===== config.mk =====
export PLATFORM = sky130hd
export DESIGN_NAME = serial_adder_ctrl
export DESIGN_NICKNAME = d
export VERILOG_FILES = /design/src/rtl/adder_pkg.sv /design/src/rtl/full_adder.sv /design/src/rtl/serial_adder_ctrl.sv
export SDC_FILE = /design/constraint.sdc
export NUM_CORES = 1
export LEC_CHECK = 0
export CAP_MARGIN = 20
export CORE_ASPECT_RATIO = 0.7
export CORE_MARGIN = 2
export CORE_UTILIZATION = 40
export DETAILED_ROUTE_END_ITERATION = 10
export SLEW_MARGIN = 20
export SYNTH_ARGS = -nofsm -noshare
export SYNTH_HDL_FRONTEND = slang
export SYNTH_SLANG_ARGS = --single-unit

===== constraint.sdc =====
create_clock -name clk -period 4.2 [get_ports clk]
set_input_delay 0.42 -clock clk [delete_from_list [all_inputs] [get_ports clk]]
set_output_delay 0.42 -clock clk [all_outputs]
set_load 0.05 [all_outputs]

===== src/rtl/adder_pkg.sv =====
// Shared definitions for the bit-serial adder: sequencer state encoding and
// the default operand width.
package adder_pkg;

  localparam int unsigned ADDER_WIDTH = 8;

  typedef enum logic [1:0] {
    IDLE = 2'd0,
    RUN  = 2'd1,
    DONE = 2'd2
  } state_t;

endpackage


===== src/rtl/full_adder.sv =====
// One-bit full adder cell, purely combinational.
module full_adder (
  input  logic A,
  input  logic B,
  input  logic Cin,
  output logic SUM,
  output logic CARRY
);

  assign SUM   = A ^ B ^ Cin;
  assign CARRY = (A & B) | (Cin & (A ^ B));

endmodule


===== src/rtl/serial_adder_ctrl.sv =====
// Bit-serial WIDTH-bit adder: sequences one shared full_adder over WIDTH
// clocks, LSB first, and publishes the registered sum with a done pulse.
module serial_adder_ctrl
  import adder_pkg::*;
#(
  parameter int unsigned WIDTH = ADDER_WIDTH
) (
  input  logic             clk,
  input  logic             rst,
  input  logic             start,
  input  logic [WIDTH-1:0] A,
  input  logic [WIDTH-1:0] B,
  input  logic             Cin,
  output logic             busy,
  output logic             done,
  output logic [WIDTH-1:0] SUM,
  output logic             COUT
);

  localparam int unsigned      CW   = $clog2(WIDTH);
  localparam logic [CW-1:0]    LAST = CW'(WIDTH - 1);

  state_t           state;
  state_t           state_next;
  logic [WIDTH-1:0] a_sh;
  logic [WIDTH-1:0] b_sh;
  // The LSB of the sum shift register is shifted out before it is ever read,
  // so only the upper WIDTH-1 bits are stored; sum_cat is the shifted-in view.
  logic [WIDTH-2:0] sum_sh;
  logic [WIDTH-1:0] sum_cat;
  logic             carry;
  logic [CW-1:0]    cnt;
  logic             s;
  logic             c;
  logic             accept;
  logic             last_bit;

  full_adder u_fa (
    .A     (a_sh[0]),
    .B     (b_sh[0]),
    .Cin   (carry),
    .SUM   (s),
    .CARRY (c)
  );

  assign accept   = start && (state != RUN);
  assign last_bit = (state == RUN) && (cnt == LAST);
  assign sum_cat  = {s, sum_sh};

  always_ff @(posedge clk or posedge rst) begin
    if (rst) begin
      state <= IDLE;
    end else begin
      state <= state_next;
    end
  end

  always_comb begin
    state_next = state;
    case (state)
      IDLE:    if (start) state_next = RUN;
      RUN:     if (cnt == LAST) state_next = DONE;
      DONE:    state_next = start ? RUN : IDLE;
      default: state_next = IDLE;
    endcase
  end

  always_ff @(posedge clk or posedge rst) begin
    if (rst) begin
      a_sh   <= '0;
      b_sh   <= '0;
      sum_sh <= '0;
      carry  <= 1'b0;
      cnt    <= '0;
      SUM    <= '0;
      COUT   <= 1'b0;
    end else if (accept) begin
      a_sh   <= A;
      b_sh   <= B;
      sum_sh <= '0;
      carry  <= Cin;
      cnt    <= '0;
    end else if (state == RUN) begin
      a_sh   <= a_sh >> 1;
      b_sh   <= b_sh >> 1;
      sum_sh <= sum_cat[WIDTH-1:1];
      carry  <= c;
      cnt    <= cnt + 1'b1;
      if (last_bit) begin
        SUM  <= sum_cat;
        COUT <= c;
      end
    end
  end

  // Both flags decode the state register only, so start never reaches them
  // combinationally.
  assign busy = (state == RUN);
  assign done = (state == DONE);

endmodule


After elaboration in Yosys (flattened, before gate mapping)
Cells that the tools add are included.

storage, ports and cells
  bits of input ports = 20
  bits in registers = 38

cells by class
  add/subtract/negate cells = 1
  equality and inequality tests = 6
  reductions and logical operators = 6
  bitwise logic cells = 6
  multiplexer cells = 14

operators by type and width
  kind                   count
  $mux W8                4
  $mux W7                2
  $mux W3                2
  $pmux W2 S3            1
  $mux W2                2
  $ne A2 B1 Y1 const B   2
  $add A3 B1 Y3 const B  1
  $eq A3 B3 Y1 const B   1
  $mux W1                3
  $reduce_and A3 Y1      1
  $and A1 B1 Y1          2
  $eq A2 B1 Y1 const B   1
  $eq A2 B2 Y1 const B   1
  $logic_and A1 B1 Y1    2
  $logic_not A2 Y1       1
  $ne A2 B2 Y1 const B   1
  $reduce_and A2 Y1      1
  $reduce_bool A2 Y1     1
  $xor A1 B1 Y1          2
  $not A1 Y1             1
  $or A1 B1 Y1           1

Logic depth before layout (Yosys ltp)
Gate-level depths: netlist of run 1.

  depth after elaboration = 5
  mapped depth = 5
  depth with buffers taken out = 4

Cells and area by module
From an unflattened synthesis of run 1, not the netlist that was laid out.

second synthesis, totals
  cell total of the unflattened synthesis = 119
  area total of the unflattened synthesis = 1,799.2 um^2

by module, submodules not included
  module             times used  area each (um^2)  seq. area each (um^2)  cells an instance
  serial_adder_ctrl  1           1,779.2           950.9                  118
  full_adder         1           20.0              0.0                    1

Worst setup path after synthesis of run 1
Ideal clock, no wire load.

  kind = reg2out
  start point = register state[1]
  end point = output port busy
  cell stages (with the launch flop) = 5
  path slack = 2.596 ns
  arrival time = 1.184 ns
  cells stage by stage = dfrtp_1 nand2b_1 buf_2 buf_4 inv_1

between the ends
  cells in the longest elaborated chain, start to end = 1

ends and longest elaborated chain
  item                    line                     RTL
  from (decl)             serial_adder_ctrl.sv:23  state_t state;
  from (signal assigned)  serial_adder_ctrl.sv:54  state <= state_next;
  $eq A2 B1 Y1            serial_adder_ctrl.sv:98  assign busy = (state == RUN);
  to (decl)               serial_adder_ctrl.sv:14  output logic busy,

Every way passes these cells.

Worst setup path in the final report of run 1
Same ends and word-level chain as after synthesis.

==> results of run 1 <==
-- state kept, by name (all words and copies together) (netlist names) --
signal	cells
a_sh	8
state	2
sum_sh	7
b_sh	8
carry	1
COUT	1
SUM	8
cnt	3
-- cell type report --
cell class	instances	area, um2
Tap cell	55	68.8
Inverter	4	15.0
Clock buffer	7	76.3
Clock inverter	1	30.0
Sequential cell	38	951
Multi-Input combinational cell	70	764
Fill cell	392	2110
Timing Repair Buffer	33	318
-- through the flow --
stage / std cells / utilization [%] / total power, mW / worst slack, ps / area (um2)
finish: 208 / 51.4 / 1.62 / 2020 / 2220
floorplan: 119 / - / 1.16 / 2600 / 1800
global placement: 200 / 49.0 / 1.31 / 1760 / 2120
detailed placement: 200 / 49.0 / 1.33 / 1700 / 2120
CTS: 208 / 51.5 / 1.64 / 2000 / 2230
global route: 208 / 51.4 / 1.72 / 1930 / 2220
-- critical path, stage by stage, from the launching register on --
cell             delay [ps]
dfrtp_1                 390
nand2b_1                170
inv_1                   100
clkdlybuf4s50_1         810
-- Yosys cell counts (all sizes together) --
cell and count:
mux2 48, dfrtp 38, nor2b 10, buf 7
inv 4, mux2i 3, ha 2, nand2b 2
nor2 2, fa 1, nand3b 1, o22ai 1
-- worst paths after layout --
check                         start       end  cells after the start
hold reg to reg              cnt[0]    cnt[0]                      1
setup reg to reg             cnt[0]    SUM[5]                      4
min in group asynchronous       rst  state[0]                      3
setup / recovery           state[1]      busy                      3
hold / removal               cnt[0]    cnt[0]                      1
max in group asynchronous       rst   a_sh[1]                      3
-- power groups by stage --
stage          Sequential, mW  Clock, mW  Combinational [mW]
2_1_floorplan           0.722          0               0.440
3_3_place_gp            0.612          0               0.696
3_5_place_dp            0.623          0               0.709
4_1_cts                 0.617      0.312               0.713
5_1_grt                 0.637      0.333               0.755
6_report                0.615      0.303               0.701
-- cell families (layout without fill, tap and decap cells) --
group | count (synthesis) | count (layout)
adders and majority gates | 3 | 3
buffers and inverters | 11 | 45
DFF | 38 | 38
AOI/OAI and AO/OA | 1 | 1
and+or+nand+nor | 15 | 15
muxes | 51 | 51
-- routing by layer --
metal | vias to the layer above | share of wire [%] | wire length, um
li1 | 472 | - | -
met1 | 486 | 45 | 1360
met4 | 0 | 1.4 | 43
met2 | 17 | 49 | 1480
met5 | - | 0 | 0
met3 | 5 | 3.7 | 112
==> metrics.md, run 1 <==
| Metric | Value |
|---|---|
| Status | `completed` |
| Worst Hold Class | `register to register` |
| Area Overhead vs Synth | `23.8%` |
| Crit path required time | `3780 ps` |
| Slew Limit Fails | `0` |
| XOR/XNOR Fraction of Synth Area | `0%` |
| First-pass GRT wire length | `5050 um` |
| Inserted Clock Buffers | `5` |
| Sequential share of power | `38.0%` |
| Root Buffer | `clkbuf_8` |
| Post-synthesis cell count | `119` |
| Initial Utilization | `41.5%` |
| Max Freq | `0.459 GHz` |
| Gate power share | `43.3%` |
| DRT antenna net count | `0` |
| Initial DRC count | `28` |
| R2R Setup Slk | `2480 ps` |
| DP Wirelength | `1940 um` |
| Type of the worst setup path | `register to output port` |
| Adder-cell area share of the yosys netlist | `2.51%` |
| Post-CTS Resized | `0` |
| Pre-antenna DRT Iters | `3` |
| Final setup fails | `0` |
| GRT met3 Usage | `5.80%` |
| Final Critical Period | `2180 ps` |
| Met2 GRT Util | `22.7%` |
| Grt met1 use | `16.0%` |
| Core Rows | `20` |
| Vias in the first global route | `1072` |
| Area leader, netlist | `dfrtp_1` |
| Initial antenna violation count | `0` |
| Sw power | `0.544 mW` |
| Largest net degree at the start of global routing | `39` |
| Core area | `4330 um2` |
| Post-Route Setup TNS | `0 ps` |
| Pwr Density | `728 nW/um2` |
| Static leakage | `1.04 nW` |
| Die Y | `60.1 um` |
| Die footprint | `5050 um2` |
| Diode count | `0` |
| Drc violations | `0` |
| Clock power frac | `18.7%` |
| Post-Route WL | `3000 um` |
| Compound-Gate Fraction of Synth Area | `0.348%` |
| RSZ-0062 raised after global routing | `no` |
| Mux share of post-synthesis cell area | `34.7%` |
| Sequential area share after synthesis | `53.0%` |
| IO buf count | `30` |
| Switching Fraction | `33.6%` |
| Gp weighted congestion | `0.707` |
| Area of the mapped netlist | `1800 um2` |
| Critical Path End Type | `output port` |
| Largest family of logic cells by synthesized area | `multiplexers` |
| Syn avg cell area | `15.1 um2` |
| Warnings from Yosys | `0` |
| Layout cells sized above 1 | `37.9%` |
| Clock Skews | `10.3 ps` |
| Internal Power | `1.08 mW` |
| Vias per cell | `4.71` |
| Slew headroom | `63.0%` |
| GR peak layer | `met2` |
| Gr ovfl total | `0` |
| CP Data Arrival Time | `1760 ps` |
| H-tree depth | `2` |
| Cts hold-fix bufs | `0` |
| Critical Path Source Type | `register` |
| Simple-gate area share of the yosys netlist | `5.02%` |
| # Max-Cap Violations | `0` |
| Die Width | `84.1 um` |
| Nets | `175` |
| Worst-Margin Slew | `555 ps` |
| Cell variety after synth | `16` |
| Wire length per cell | `14.4 um` |
| Setup repair bufs after CTS | `0` |
| Hold WS | `494 ps` |
| Vias post-DR | `980` |
| CTS tree | `built` |
| Post-synthesis net count | `142` |
| Gr usage total | `13.6%` |
| Hold Fails Final Rpt | `0` |
| CTS clk-pin slew, worst paths | `80 ps` |
| Synth top area share | `53.0%` |
| I/O Pins | `31` |
| Final period util | `51.8%` |
| Maximum VDD drop | `0.351 mV` |
| Clock Latency Late Sink | `290 ps` |
| Ranking of synthesized cells by area | `dfrtp_1 (53%), mux2_2 (21%), mux2_4 (12%)` |
| Leading cell type in the layout, fill and taps excluded | `dfrtp_1` |
| Clock tree sinks | `38` |
| FF+latch count, synth | `38` |
| Max FO, Critical Path | `3` |
| Clock buffer depth | `2` |
| Commonest non-fill, non-tap cells in the layout | `dfrtp_1 (38), mux2_2 (34), clkdlybuf4s50_1 (29)` |
No activity file was read; power rests on OpenSTA's default activity.
==> inputs of run 2 (changes only) <==
==> constraint.sdc (replaced) <==
create_clock -name clk -period 2.2 [get_ports clk]
set_input_delay 0.22 -clock clk [delete_from_list [all_inputs] [get_ports clk]]
set_output_delay 0.22 -clock clk [all_outputs]
set_load 0.05 [all_outputs]
==> run 2 against run 1 <==
Cell area shrank 0.79%. Flip-flop and latch count is the same. Non-clock buffer count grew 1. Worst hold slack lost 150 ps. Via count grew 1.8%. Sequential power grew 90%. Global-route usage grew 0.17 points. Worst setup slack lost 1700 ps. First-iteration DRC count grew 64%. Sequential share of layout area grew 0.34 points. Power grew 82%.
==> metrics.md, run 2 (same netlist as run 1, synthesis figures left out) <==
| Metric | Value |
|---|---|
| Vias post-DR | `998 (+1.8%)` |
| Clock Latency Late Sink | `290 ps (about the same)` |
| DP Wirelength | `2020 um (+4.2%)` |
| Maximum VDD drop | `0.575 mV (+64%)` |
| Initial antenna violation count | `0 (unchanged)` |
| IO buf count | `30 (unchanged)` |
| Critical Path Source Type | `register` |
| Initial Utilization | `41.5% (unchanged)` |
| Layout cells sized above 1 | `39.2% (+1.3 points)` |
| Diode count | `0 (unchanged)` |
| Gr usage total | `13.8% (+0.17 points)` |
| Slowest CP cell | `clkdlybuf4s50_1` |
| Wire length per cell | `13.8 um (-3.9%)` |
| Pre-CTS WS | `435 ps (-1260 ps)` |
| Final setup fails | `0 (unchanged)` |
| Die Y | `60.1 um (unchanged)` |
| Worst Hold Class | `input port to asynchronous set/reset pin` |
| Clock tree sinks | `38 (unchanged)` |
| Static leakage | `1.03 nW (-0.33%)` |
| CTS tree | `built` |
| Commonest non-fill, non-tap cells in the layout | `dfrtp_1 (38), mux2_2 (34), clkdlybuf4s50_1 (29)` |
| Clock Skews | `5.31 ps (-4.97 ps)` |
| Worst r2r path cells | `4 (unchanged)` |
| Final Critical Period | `1860 ps` |
| Crit path required time | `1980 ps (-1800 ps)` |
| Slew headroom | `65.2% (+2.2 points)` |
| CP Data Arrival Time | `1640 ps (-120 ps)` |
| Post-layout util | `51.0% (-0.40 points)` |
| Core Rows | `20 (unchanged)` |
| Type of the worst setup path | `register to output port` |
| Worst-Margin Slew | `521 ps (-34.6 ps)` |
| Final period util | `84.5%` |
| Hold WS | `345 ps (-148 ps)` |
| Crit-path leading delay family | `buffers and inverters` |
| Gp weighted congestion | `0.667 (-5.8%)` |
| R2R Path Start | `cnt[0]` |
| I/O Pins | `31 (unchanged)` |
| Top Registers | `SUM (8), a_sh (8), b_sh (8)` |
| CP peak stage delay | `810 ps (about the same)` |
| Hold Fails Final Rpt | `0 (unchanged)` |
| Die footprint | `5050 um2 (unchanged)` |
| CTS clk-pin slew, worst paths | `70 ps (about the same)` |
| H-tree depth | `2 (unchanged)` |
| Post-Route WL | `2880 um (-3.9%)` |
| Setup WS post-layout | `341 ps (-1680 ps)` |
| Slew Limit Fails | `0 (unchanged)` |
| First-pass GRT wire length | `5190 um (+2.7%)` |
| Inserted Clock Buffers | `5 (unchanged)` |
| Crit path from | `state[0]` |
| Status | `completed` |
| Layout fillers | `388 (-1.0%)` |
| Setup repair bufs after CTS | `0 (unchanged)` |
| Post-Route Setup TNS | `0 ps (unchanged)` |
| Drc violations | `0 (unchanged)` |
| RSZ-0062 raised after global routing | `no` |
| Vias per cell | `4.80 (+1.8%)` |
| Core area | `4330 um2 (unchanged)` |
| Root Buffer | `clkbuf_8` |
| DRT antenna net count | `0 (unchanged)` |
| Leading cell type in the layout, fill and taps excluded | `dfrtp_1` |
| Pre-antenna DRT Iters | `3 (unchanged)` |
| Critical Path End Type | `output port` |
| Crit path buffers/inverters | `1 (-1)` |
| Gr ovfl total | `0 (unchanged)` |
| Finished Layout Cells | `208 (unchanged)` |
| # Max-Cap Violations | `0 (unchanged)` |
| Pwr Density | `1330 nW/um2 (+83%)` |
| Cts hold-fix bufs | `0 (unchanged)` |
| Nets | `176 (+0.57%)` |
| Worst path depth | `2 (-1)` |
| Vias in the first global route | `1116 (+4.1%)` |
| Die Width | `84.1 um (unchanged)` |
| Post-CTS Resized | `0 (unchanged)` |
| Max Freq | `0.538 GHz` |
| Area Overhead vs Synth | `22.9%` |
| Max FO, Critical Path | `4 (+1)` |
| Worst path cell trace | `nor2b_1, clkdlybuf4s50_1` |
| DP Cell Count | `201 (+0.50%)` |
| Initial DRC count | `46 (+64%)` |
| Largest net degree at the start of global routing | `39 (unchanged)` |
| Clock buffer depth | `2 (unchanged)` |
-- run 2: changes by cell type in the layout (fill, tap and decap cells not counted) --
| cell | previous run | this run |
|---|---|---|
| buf_4 | 3 | 5 |
| clkinv_2 | 0 | 2 |
| buf_2 | 1 | 0 |
| clkbuf_1 | 2 | 0 |
| bufinv_16 | 1 | 0 |
-- run 2: per-layer routing --
layer / vias to the layer above / share of wire [%] / GRT usage, %
met4: 0 / 1.8 / 6.91
met2: 19 / 51 / 23.5
met3: 7 / 4.3 / 4.14
met5: - / 0 / 0
met1: 496 / 43 / 16.2
li1: 476 / - / -
-- run 2: path summary, 6_finish.rpt --
path	endpoint	slack (ps)
min	a_sh[5]	350
max reg2reg	SUM[1]	470
min in group clk	b_sh[3]	510
max in group asynchronous	sum_sh[2]	1530
min reg2reg	b_sh[3]	510
max	done	340
-- run 2: worst min-delay path, delay by kind of cell --
kind	cells	cell delay, ps
buffers and inverters	3	840
-- run 2: stage by stage --
stage | power [mW] | instance area (um2)
finish | 2.94 | 2210
CTS | 3.00 | 2210
global route | 3.17 | 2210
global placement | 2.49 | 2130
floorplan | 2.22 | 1800
detailed placement | 2.54 | 2130
-- run 2: layout make-up --
type / instances / area (um2) / area share [%]
clock buffers: 5 / 68.8 / 3.12
clock inverters: 2 / 10.0 / 0.454
inverters: 4 / 15.0 / 0.681
multi-input cells: 70 / 764 / 34.7
flip-flops and latches: 38 / 951 / 43.1
well taps: 55 / 68.8 / 3.12
repair buffers: 34 / 328 / 14.9
-- run 2: power by group --
| part | switching [mW] | leakage, nW | internal, mW |
|---|---|---|---|
| sequential | 0.164 | 0.486 | 1.00 |
| combinational | 0.629 | 0.503 | 0.709 |
| clock | 0.225 | 0.0438 | 0.212 |
| total | 1.02 | 1.03 | 1.92 |
==> inputs of run 3 (changes only) <==
==> constraint.sdc (replaced) <==
create_clock -name clk -period 1.8 [get_ports clk]
set_input_delay 0.18 -clock clk [delete_from_list [all_inputs] [get_ports clk]]
set_output_delay 0.18 -clock clk [all_outputs]
set_load 0.05 [all_outputs]
==> run 3 against run 2 <==
Worst setup slack got worse by 160 ps. Global-route usage fell by 0.55 points. Sequential share of layout area fell by 1.3 points. Clock power rose by 65%. Clock skew increased by 2.3 ps. First-iteration DRC count decreased by 83%. Core utilization rose by 1.5 points. Critical path depth is 1 lower. Critical endpoint is now COUT. Largest cell class unchanged.
==> metrics.md, run 3 (same netlist as run 1, synthesis figures left out) <==
| Metric | Value |
|---|---|
| Slew Limit Fails | `0 (unchanged)` |
| I/O Pins | `31 (unchanged)` |
| Max FO, Critical Path | `2 (-2)` |
| Max Freq | `0.618 GHz` |
| Nets | `177 (+0.57%)` |
| Top Registers | `SUM (8), a_sh (8), b_sh (8)` |
| Worst-Margin Slew | `490 ps (-30.7 ps)` |
| Static leakage | `1.06 nW (+2.7%)` |
| Vias in the first global route | `1081 (-3.1%)` |
| Worst r2r path cells | `5 (+1)` |
| IO buf count | `30 (unchanged)` |
| Pwr Density | `1690 nW/um2 (+27%)` |
| Status | `completed` |
| Crit path required time | `1620 ps (-360 ps)` |
| Largest net degree at the start of global routing | `39 (unchanged)` |
| Die Width | `84.1 um (unchanged)` |
| Crit-path leading delay family | `buffers and inverters` |
| Cts hold-fix bufs | `0 (unchanged)` |
| Hold Fails Final Rpt | `0 (unchanged)` |
| DP Cell Count | `202 (+0.50%)` |
| Drc violations | `0 (unchanged)` |
| Worst path cell trace | `clkdlybuf4s50_1` |
| Diode count | `0 (unchanged)` |
| Critical Path End Type | `output port` |
| Clock Skews | `7.58 ps (+2.27 ps)` |
| Gr usage total | `13.2% (-0.55 points)` |
| Layout cells sized above 1 | `40.9% (+1.7 points)` |
| Worst Hold Class | `input port to asynchronous set/reset pin` |
| Reg2reg end | `SUM[2]` |
| Inserted Clock Buffers | `5 (unchanged)` |
| # Max-Cap Violations | `0 (unchanged)` |
| Initial antenna violation count | `0 (unchanged)` |
| Worst path depth | `1 (-1)` |
| Initial DRC count | `8 (-83%)` |
| Die footprint | `5050 um2 (unchanged)` |
| Finished Layout Cells | `209 (+0.48%)` |
| Leading cell type in the layout, fill and taps excluded | `dfrtp_1` |
| Commonest non-fill, non-tap cells in the layout | `dfrtp_1 (38), mux2_2 (34), clkdlybuf4s50_1 (28)` |
| CP Data Arrival Time | `1440 ps (-200 ps)` |
| Pre-CTS WS | `157 ps (-278 ps)` |
| Final period util | `89.9%` |
| Area Overhead vs Synth | `26.6%` |
| Type of the worst setup path | `register to output port` |
| Crit path buffers/inverters | `1 (unchanged)` |
| RSZ-0062 raised after global routing | `no` |
| Slowest CP cell | `clkdlybuf4s50_1` |
| Clock Latency Late Sink | `280 ps (about the same)` |
| Initial Utilization | `41.5% (unchanged)` |
| Power, Total | `3.84 mW (+31%)` |
| Critical Path Source Type | `register` |
| Vias post-DR | `1006 (+0.80%)` |
| R2R Path Start | `cnt[0]` |
| Root Buffer | `clkbuf_8` |
| Slew headroom | `67.2% (+2.1 points)` |
| Clock tree sinks | `38 (unchanged)` |
| Hold WS | `310 ps (-35.5 ps)` |
| Gp weighted congestion | `0.667 (about the same)` |
| Pre-antenna DRT Iters | `4 (+1)` |
| Gr ovfl total | `0 (unchanged)` |
| Setup WS post-layout | `181 ps (-159 ps)` |
| Wire length per cell | `13.5 um (-2.2%)` |
| First-pass GRT wire length | `5080 um (-2.1%)` |
| R2R Setup Slk | `250 ps (-220 ps)` |
| Core Rows | `20 (unchanged)` |
| Vias per cell | `4.81 (+0.32%)` |
| Maximum VDD drop | `0.801 mV (+39%)` |
| DRT antenna net count | `0 (unchanged)` |
| H-tree depth | `2 (unchanged)` |
| Final setup fails | `0 (unchanged)` |
| Clock buffer depth | `2 (unchanged)` |
| Final Critical Period | `1620 ps` |
| CP peak stage delay | `800 ps (about the same)` |
| CTS clk-pin slew, worst paths | `70 ps (about the same)` |
| Core area | `4330 um2 (unchanged)` |
| Post-Route Setup TNS | `0 ps (unchanged)` |
| Die Y | `60.1 um (unchanged)` |
| CTS tree | `built` |
| Post-Route WL | `2830 um (-1.7%)` |
[run 3: timing repair]
item | in CTS | in global routing
setup buffers | 0 | 0
hold endpoints to repair | 0 | 0
resized for setup | 0 | 1
endpoints found under the setup margin | 0 | 1
[run 3: worst max-delay path by stage]
stage / start / endpoint / slack (ps)
finish: COUT / COUT / 180
global route: state[1] / busy / 90
CTS: state[1] / busy / 70
detailed placement: start / b_sh[1] / 160
global placement: start / b_sh[6] / 180
floorplan: cnt[0] / COUT / 330
[run 3: layout make-up]
type | instances | area, um2
Inverter | 4 | 15.0
Multi-Input combinational cell | 70 | 767
Fill cell | 378 | 2060
Clock buffer | 6 | 82.6
Tap cell | 55 | 68.8
Timing Repair Buffer | 35 | 358
Sequential cell | 38 | 951
Clock inverter | 1 | 30.0
[run 3: layer usage]
metal	global-route usage [%]	wire length [um]
met2	22.3	1360
met5	0	0
met4	6.22	42
met1	15.7	1330
met3	4.14	98
[run 3: per-stage QoR]
stage	utilization, %	instance area (um2)
6_report	52.5	2270
5_1_grt	52.5	2270
4_1_cts	52.4	2270
3_5_place_dp	49.8	2160
3_3_place_gp	49.8	2160
2_1_floorplan	-	1800
[run 3: power breakdown]
part / switching [mW] / internal (mW)
sequential: 0.205 / 1.22
combinational: 0.770 / 0.921
clock: 0.277 / 0.443
total: 1.25 / 2.59
